## src/rtl/global_types.sv

```systemverilog
// Shared encodings for the hazard scoreboard: result-select code, forward selects, FSM states.
package global_types;

    localparam logic [2:0] SEL_RESULT_RD = 3'd2;

    localparam logic [1:0] FWD_RF = 2'b00;
    localparam logic [1:0] FWD_W  = 2'b01;
    localparam logic [1:0] FWD_M  = 2'b10;

    typedef enum logic {
        IDLE      = 1'b0,
        LOAD_WAIT = 1'b1
    } hz_state_e;

endpackage

```

## src/rtl/forward_unit.sv

```systemverilog
// Bypass select for one ALU operand; the M stage wins over W because it holds the younger result.
module forward_unit
    import global_types::*;
#(
    parameter int ADDR_W = 6
) (
    input  logic [ADDR_W-1:0] src,
    input  logic [ADDR_W-1:0] m_wa,
    input  logic              m_we,
    input  logic [ADDR_W-1:0] w_wa,
    input  logic              w_we,
    output logic [1:0]        sel
);

    always_comb begin
        sel = FWD_RF;
        if (src != '0) begin
            if (m_we && (m_wa == src))      sel = FWD_M;
            else if (w_we && (w_wa == src)) sel = FWD_W;
        end
    end

endmodule

```

## src/rtl/hazard_scoreboard.sv

```systemverilog
// Pipeline hazard scoreboard: operand forwarding, load-use and MDU-busy stalls, branch flush.
// Optional saturating stall/flush statistics are built when HAZARD_STATS_EN is defined.
module hazard_scoreboard
    import global_types::*;
#(
    parameter int ADDR_W            = 6,
    parameter int LOAD_STALL_CYCLES = 1,
    parameter int MDU_LATENCY       = 4
) (
    input  logic              clk,
    input  logic              reset_n,
    input  logic [ADDR_W-1:0] d_rs,
    input  logic [ADDR_W-1:0] d_rt,
    input  logic [ADDR_W-1:0] e_rs,
    input  logic [ADDR_W-1:0] e_rt,
    input  logic [ADDR_W-1:0] e_rf_wa,
    input  logic [ADDR_W-1:0] m_rf_wa,
    input  logic [ADDR_W-1:0] w_rf_wa,
    input  logic              e_rf_we,
    input  logic              m_rf_we,
    input  logic              w_rf_we,
    input  logic [2:0]        e_sel_result,
    input  logic              e_mdu_start,
    input  logic              d_uses_mdu,
    input  logic              e_branch_taken,
    output logic [1:0]        sel_forward_alu_a,
    output logic [1:0]        sel_forward_alu_b,
    output logic              f_stall,
    output logic              d_stall,
    output logic              e_flush,
    output logic              d_flush,
    output logic              mdu_busy,
    output logic [31:0]       stall_cycles,
    output logic [31:0]       flush_events
);

    hz_state_e  state_q, state_d;
    logic [2:0] load_cnt_q, load_cnt_d;
    logic [4:0] mdu_cnt_q, mdu_cnt_d;
    logic       load_use;
    logic       stall;

    forward_unit #(.ADDR_W(ADDR_W)) u_fwd_a (
        .src (e_rs),
        .m_wa(m_rf_wa),
        .m_we(m_rf_we),
        .w_wa(w_rf_wa),
        .w_we(w_rf_we),
        .sel (sel_forward_alu_a)
    );

    forward_unit #(.ADDR_W(ADDR_W)) u_fwd_b (
        .src (e_rt),
        .m_wa(m_rf_wa),
        .m_we(m_rf_we),
        .w_wa(w_rf_wa),
        .w_we(w_rf_we),
        .sel (sel_forward_alu_b)
    );

    // A taken branch squashes D anyway, so it overrides every stall in its cycle.
    always_comb begin
        load_use = (e_sel_result == SEL_RESULT_RD) && e_rf_we && (e_rf_wa != '0) &&
                   ((e_rf_wa == d_rs) || (e_rf_wa == d_rt));
        mdu_busy = (mdu_cnt_q != '0);
        stall    = !e_branch_taken &&
                   ((state_q == LOAD_WAIT) || load_use || (d_uses_mdu && mdu_busy));
        f_stall  = stall;
        d_stall  = stall;
        e_flush  = stall;
        d_flush  = e_branch_taken;
    end

    always_comb begin
        state_d    = state_q;
        load_cnt_d = load_cnt_q;
        if (e_branch_taken) begin
            state_d    = IDLE;
            load_cnt_d = '0;
        end else begin
            case (state_q)
                IDLE: begin
                    if (load_use && (LOAD_STALL_CYCLES > 1)) begin
                        state_d    = LOAD_WAIT;
                        load_cnt_d = 3'(LOAD_STALL_CYCLES - 1);
                    end
                end
                LOAD_WAIT: begin
                    load_cnt_d = load_cnt_q - 3'd1;
                    if (load_cnt_q == 3'd1) state_d = IDLE;
                end
                default: state_d = IDLE;
            endcase
        end
    end

    // A new MDU op restarts the count; a flushed start never reaches the unit.
    always_comb begin
        mdu_cnt_d = mdu_cnt_q;
        if (e_mdu_start && !e_flush) mdu_cnt_d = 5'(MDU_LATENCY);
        else if (mdu_busy)           mdu_cnt_d = mdu_cnt_q - 5'd1;
    end

    always_ff @(posedge clk or negedge reset_n) begin
        if (!reset_n) begin
            state_q    <= IDLE;
            load_cnt_q <= '0;
            mdu_cnt_q  <= '0;
        end else begin
            state_q    <= state_d;
            load_cnt_q <= load_cnt_d;
            mdu_cnt_q  <= mdu_cnt_d;
        end
    end

`ifdef HAZARD_STATS_EN
    logic [31:0] stall_cycles_q, stall_cycles_d;
    logic [31:0] flush_events_q, flush_events_d;

    always_comb begin
        stall_cycles_d = stall_cycles_q;
        flush_events_d = flush_events_q;
        if (f_stall && (stall_cycles_q != 32'hFFFF_FFFF)) stall_cycles_d = stall_cycles_q + 32'd1;
        if (d_flush && (flush_events_q != 32'hFFFF_FFFF)) flush_events_d = flush_events_q + 32'd1;
    end

    always_ff @(posedge clk or negedge reset_n) begin
        if (!reset_n) begin
            stall_cycles_q <= '0;
            flush_events_q <= '0;
        end else begin
            stall_cycles_q <= stall_cycles_d;
            flush_events_q <= flush_events_d;
        end
    end

    assign stall_cycles = stall_cycles_q;
    assign flush_events = flush_events_q;
`else
    assign stall_cycles = '0;
    assign flush_events = '0;
`endif

endmodule
```

## config.mk

```make
export PLATFORM = sky130hd
export DESIGN_NAME = hazard_scoreboard
export DESIGN_NICKNAME = d
export VERILOG_FILES = /design/src/rtl/global_types.sv /design/src/rtl/forward_unit.sv /design/src/rtl/hazard_scoreboard.sv
export SDC_FILE = /design/constraint.sdc
export NUM_CORES = 1
export LEC_CHECK = 0
export BUFFER_PORTS_ARGS = -buffer_cell sky130_fd_sc_hd__buf_2
export CAP_MARGIN = 25
export CORE_MARGIN = 2
export CORE_UTILIZATION = 42
export DETAILED_ROUTE_END_ITERATION = 6
export HOLD_SLACK_MARGIN = 0.08
export MAX_ROUTING_LAYER = met4
export PLACE_DENSITY = 0.89
export SKIP_CTS_REPAIR_TIMING = 1
export SYNTH_ARGS = -nofsm -noshare
export SYNTH_HDL_FRONTEND = slang
export SYNTH_HIERARCHICAL = 1
export SYNTH_SLANG_ARGS = --single-unit
```

## constraint.sdc

```tcl
create_clock -name clk -period 4.1 [get_ports clk]
set_clock_uncertainty 0.15 [all_clocks]
set_input_delay 0 -clock clk [delete_from_list [all_inputs] [get_ports clk]]
set_output_delay 0 -clock clk [all_outputs]
set_load 0.02 [all_outputs]
```

# == After elaboration in Yosys (flattened, before gate mapping) ==
# Index checks and enable logic that the tools add are counted.
# totals
reg_bits,9
out_inout_bits,73
elab_cells,47
inputBits,53
# op_classes
muxes,13
addsub,2
reduce_logical,21
eq_ne,8
# op_table
op,n
$eq 6x6->1,6
$reduce_bool 6->1,3
$logic_and 1x1->1,10
$mux 5,2
$mux 2,4
$mux 3,2
$mux 1,5
$reduce_bool 5->1,1
$sub 5x1->5 const B,1
$reduce_bool 2->1,2
$eq 3x1->1 const B,1
$eq 3x2->1 const B,1
$logic_or 1x1->1,3
$sub 3x1->3 const B,1
$logic_not 1->1,2

# == Longest topological paths before layout ==
# depth
ltp_word,10
mapped_depth,8
ltp_nobuf,8

# == Hierarchy ==
# Netlist, hierarchy kept.
# by_module_without_submodules
mod,instances,area_each_um2,cells_per_inst,seq_area_each_um2
hazard_scoreboard,1,1157.4,138,225.2
forward_unit,2,161.4,21,0.0

# == Least setup slack after synthesis ==
# Ideal clock, no wire load.
# synth_path
path_type,flip-flop to output port
startpoint,reg mdu_cnt_q[0]
endpoint,out e_flush
n_path_buf,1
slack_ns,2.141
path_stages_with_launch,8
required_time_ns,3.950
t_arrival_ns,1.809
cell_sequence,dfrtp_1 inv_1 ha_1 nor4b_4 inv_2 a21oi_1 o21ai_0 buf_4
# synth_via
elab_chain_len,4
# synth_rtl
item,line,rtl
start: declaration,hazard_scoreboard.sv:39,"logic [4:0] mdu_cnt_q, mdu_cnt_d;"
start signal: assignment,hazard_scoreboard.sv:112,mdu_cnt_q <= mdu_cnt_d;
$reduce_bool 5->1,hazard_scoreboard.sv:65,mdu_busy = (mdu_cnt_q != '0);
net mdu_busy,hazard_scoreboard.sv:32,"output logic mdu_busy,"
$logic_and 1x1->1,hazard_scoreboard.sv:67,((state_q == LOAD_WAIT) || load_use || (d_uses_mdu && mdu_busy));
$logic_or 1x1->1,hazard_scoreboard.sv:67,
$logic_and 1x1->1,hazard_scoreboard.sv:66,stall = !e_branch_taken &&
end: declaration,hazard_scoreboard.sv:30,"output logic e_flush,"
# The timed path passes the listed nets, and every way through them passes these cells.

# == Final worst setup path ==
# layout_path
startpoint,reg mdu_cnt_q[0]
endpoint,out e_flush
# layout_via
elab_chain_len,4
# layout_rtl
item,line
$reduce_bool 5->1,hazard_scoreboard.sv:65
$logic_and 1x1->1,hazard_scoreboard.sv:67
$logic_or 1x1->1,hazard_scoreboard.sv:67
$logic_and 1x1->1,hazard_scoreboard.sv:66
# Every way passes these cells.

==> out/results.txt <==
status = complete, no violations
GRT Total Usage = 0.130
most frequent cell after synthesis = buf_4
hold path depth = 4
final setup fails = 0
RSZ-0062 raised after global routing = no
routed vias/inst = 4.09
switching power = 0.214 mW
num rows = 21
CP arrival = 1.80 ns
WL final = 2.74 mm
n_diodes = 0
clock root cell = clkbuf_4
initial antenna violation count = 0
Post-synth EDFFs = 0
Detail Placement HPWL = 2.50 mm
Pleak = 0.809 nW
Hold Path Class = in -> reg
reg2reg setup slack = 2.19 ns
core area = 0.00336 mm2
Final Core Density = 0.488
Internal = 0.253 mW
Clk Latency, worst-skew pair = 0.25 ns
power share of the sequential group = 0.300
clk sinks = 9
Syn Std Cell Area = 0.00148 mm2
post-synthesis compound-gate area fraction = 0.0423
GR Util met3 = 0.0107
Max Cap Viol = 0
Worst R2R End = mdu_cnt_q[0]
Power, Total = 0.467 mW
pwr/cell area = 284 mW/mm2
H-tree levels = 1
Pre-Repair DR Iteration Count = 4
met1 usage = 0.120
port bufs = 61
sequential share of the synthesized area = 0.152
total CTS buffers = 3
Starting Density = 0.440
Residual DRC = 0
largest net degree at the start of global routing = 10
most frequent cells after synthesis = buf_4 (67), xnor2_1 (35), dfrtp_1 (9), nand2_1 (8), nor2_1 (8)
Area contributors post-synth = buf_4 (34%), xnor2_1 (21%), dfrtp_1 (15%)
height of the die = 63.4 um
Peak VDD IR = 0.0918 mV
Crit. End Element = output pin
minimum clock period = 1.95 ns
Tcrit/Tclk final = 0.476
first-pass GRT wire length = 4.06 mm
Combinational Power Share = 0.560
WL/cell = 9.41 um
Iter 0 DRT Violations = 41
mux cell area share after synthesis = 0
GR Overflow Total = 0
Most used DFF post-synth = dfrtp_1
Mapped Cells = 180
combinational family with the most area after synthesis = buffers and inverters
Die Span X = 63.4 um
Netlist cell types = 28
clock buffer depth = 2
CP max stage delay = 0.39 ns
FFs w/ async S/R, synth = 1.00
worst hold start = e_sel_result[0]
crit-path cells = inv_1 -> ha_1 -> nor4b_4 -> inv_2 -> a21oi_1 -> o21ai_0 -> buf_2
data required time of the worst path = 3.95 ns
# IOs = 126
critical path type = reg -> out
FF-to-FF Start = mdu_cnt_q[0]
Synth Area in Adders = 0.0338
GRT busiest layer = met2
Fin. Hold Viols = 0
TNS Setup = 0 ns
Hold Path Sink = mdu_cnt_q[3]
Syn-to-layout area delta = 11.0%
final net count = 303
Clk pwr share = 0.139
Vias = 1190
vias in the first global route = 1004
clock slew at reported path FFs = 0.05 ns
CTS tree = yes
GPL Wtd Cong = 0.828
Sw Ratio = 0.458
#FFs+latches synth = 9
syn avg cell area = 8.22 um2
xor/xnor cell area share of the yosys netlist = 0.231
FF-to-FF path depth = 8
worst-path fanout max = 6
M2 GR Usage = 0.261
Synth top area share = 0.340
worst-path cell with the longest stage delay = dfrtp_1
die area = 0.00402 mm2
Final Max Slew Viols = 0
Synth Area in Simple Gates = 0.186
antenna viol nets, final = 0
startpoint types = flip-flop
filler cell count = 332
FMAX = 512 MHz
area leader, netlist = buf_4
share of cells above drive strength 1 = 0.290
synth warn = 6
[stage by stage]
step                area [um2]  hold WS, ns  setup slack, ns  cells
floorplan                 1720       -0.446             2.14    243
global placement          1580       -0.291             2.28    283
detailed placement        1580       -0.287             2.19    283
CTS                       1600       -0.565             2.13    287
global route              1640        0.122             1.99    291
finish                    1640       0.0651             2.15    291
[registers in the layout, indices dropped and copies added (netlist names)]
signal / cells
mdu_cnt_q: 5
state_q: 1
load_cnt_q: 3
[metal layers]
| layer | part of all wire | vias to the layer above | wire (um) |
|---|---|---|---|
| met4 | 0.0099 | 0 | 27 |
| met3 | 0.083 | 2 | 227 |
| met1 | 0.32 | 525 | 882 |
| met5 | 0 | - | 0 |
| li1 | - | 594 | - |
| met2 | 0.58 | 69 | 1600 |
[worst max-delay path by stage]
| stage | start | endpoint | slack [ns] | cells past startpoint |
|---|---|---|---|---|
| after global placement | mdu_cnt_q[0] | mdu_cnt_q[0] | 2.28 | 8 |
| after CTS | mdu_cnt_q[0] | e_flush | 2.13 | 7 |
| final | mdu_cnt_q[0] | e_flush | 2.15 | 7 |
| after detailed placement | mdu_cnt_q[0] | mdu_cnt_q[0] | 2.19 | 8 |
| after global routing | mdu_cnt_q[0] | e_flush | 1.99 | 7 |
| after floorplan | mdu_cnt_q[0] | e_flush | 2.14 | 7 |
[kinds of logic after synthesis]
group                      count (synthesis)
other                                      1
DFF                                        9
buffers and inverters                     72
AOI/OAI and AO/OA                         10
and+or+nand+nor                           45
adders and majority gates                  4
xor gates and xnor gates                  39
[cell usage in the layout (no fill, tap or decap)]
| cell | n |
|---|---|
| conb_1 | 64 |
| buf_2 | 61 |
| xnor2_1 | 35 |
| dfrtp_1 | 9 |
| nand2_1 | 8 |
| nor2_1 | 8 |
| nand4_1 | 6 |
| inv_1 | 4 |
| nor3_1 | 4 |
| xor2_1 | 4 |
| ha_1 | 4 |
| dlygate4sd3_1 | 4 |
| nor4_1 | 4 |
| a21oi_1 | 3 |
| or4_1 | 3 |
| nor3_2 | 3 |
| clkbuf_4 | 3 |
| o21ai_0 | 2 |
| or3_1 | 2 |
| a211oi_1 | 2 |
| nand3_1 | 2 |
| nor4b_4 | 1 |
| inv_2 | 1 |
| o22ai_1 | 1 |
| nand3b_1 | 1 |
| nor4_2 | 1 |
| nor2b_1 | 1 |
| nor3b_1 | 1 |
| a21oi_2 | 1 |
| a21o_1 | 1 |
| clkbuf_1 | 1 |
[critical path: cells and delay by family, from the launching register on]
| kind | cells | cell delay, ns |
|---|---|---|
| adder cells (fa/ha/maj) | 1 | 0.18 |
| buffers and inverters | 3 | 0.40 |
| AND/OR/NAND/NOR | 1 | 0.28 |
| AO/OA/AOI/OAI | 2 | 0.32 |
| flip-flops | 1 | 0.39 |
[area by class of cell]
class / count / area (um2) / area share
Clock buffer: 4 / 26.3 / 0.0160
Tap cell: 46 / 57.6 / 0.0350
Multi-Input combinational cell: 162 / 970 / 0.590
Sequential cell: 9 / 225 / 0.137
Timing Repair Buffer: 65 / 345 / 0.210
Inverter: 5 / 18.8 / 0.0114
[power by group through the flow]
stage | logic, mW | registers [mW] | clock network, mW
finish | 0.262 | 0.140 | 0.0650
global placement | 0.254 | 0.138 | 0
floorplan | 0.241 | 0.135 | 0
CTS | 0.260 | 0.140 | 0.0688
detailed placement | 0.259 | 0.141 | 0
global route | 0.289 | 0.142 | 0.0752
No activity file was read; power rests on OpenSTA's default activity.
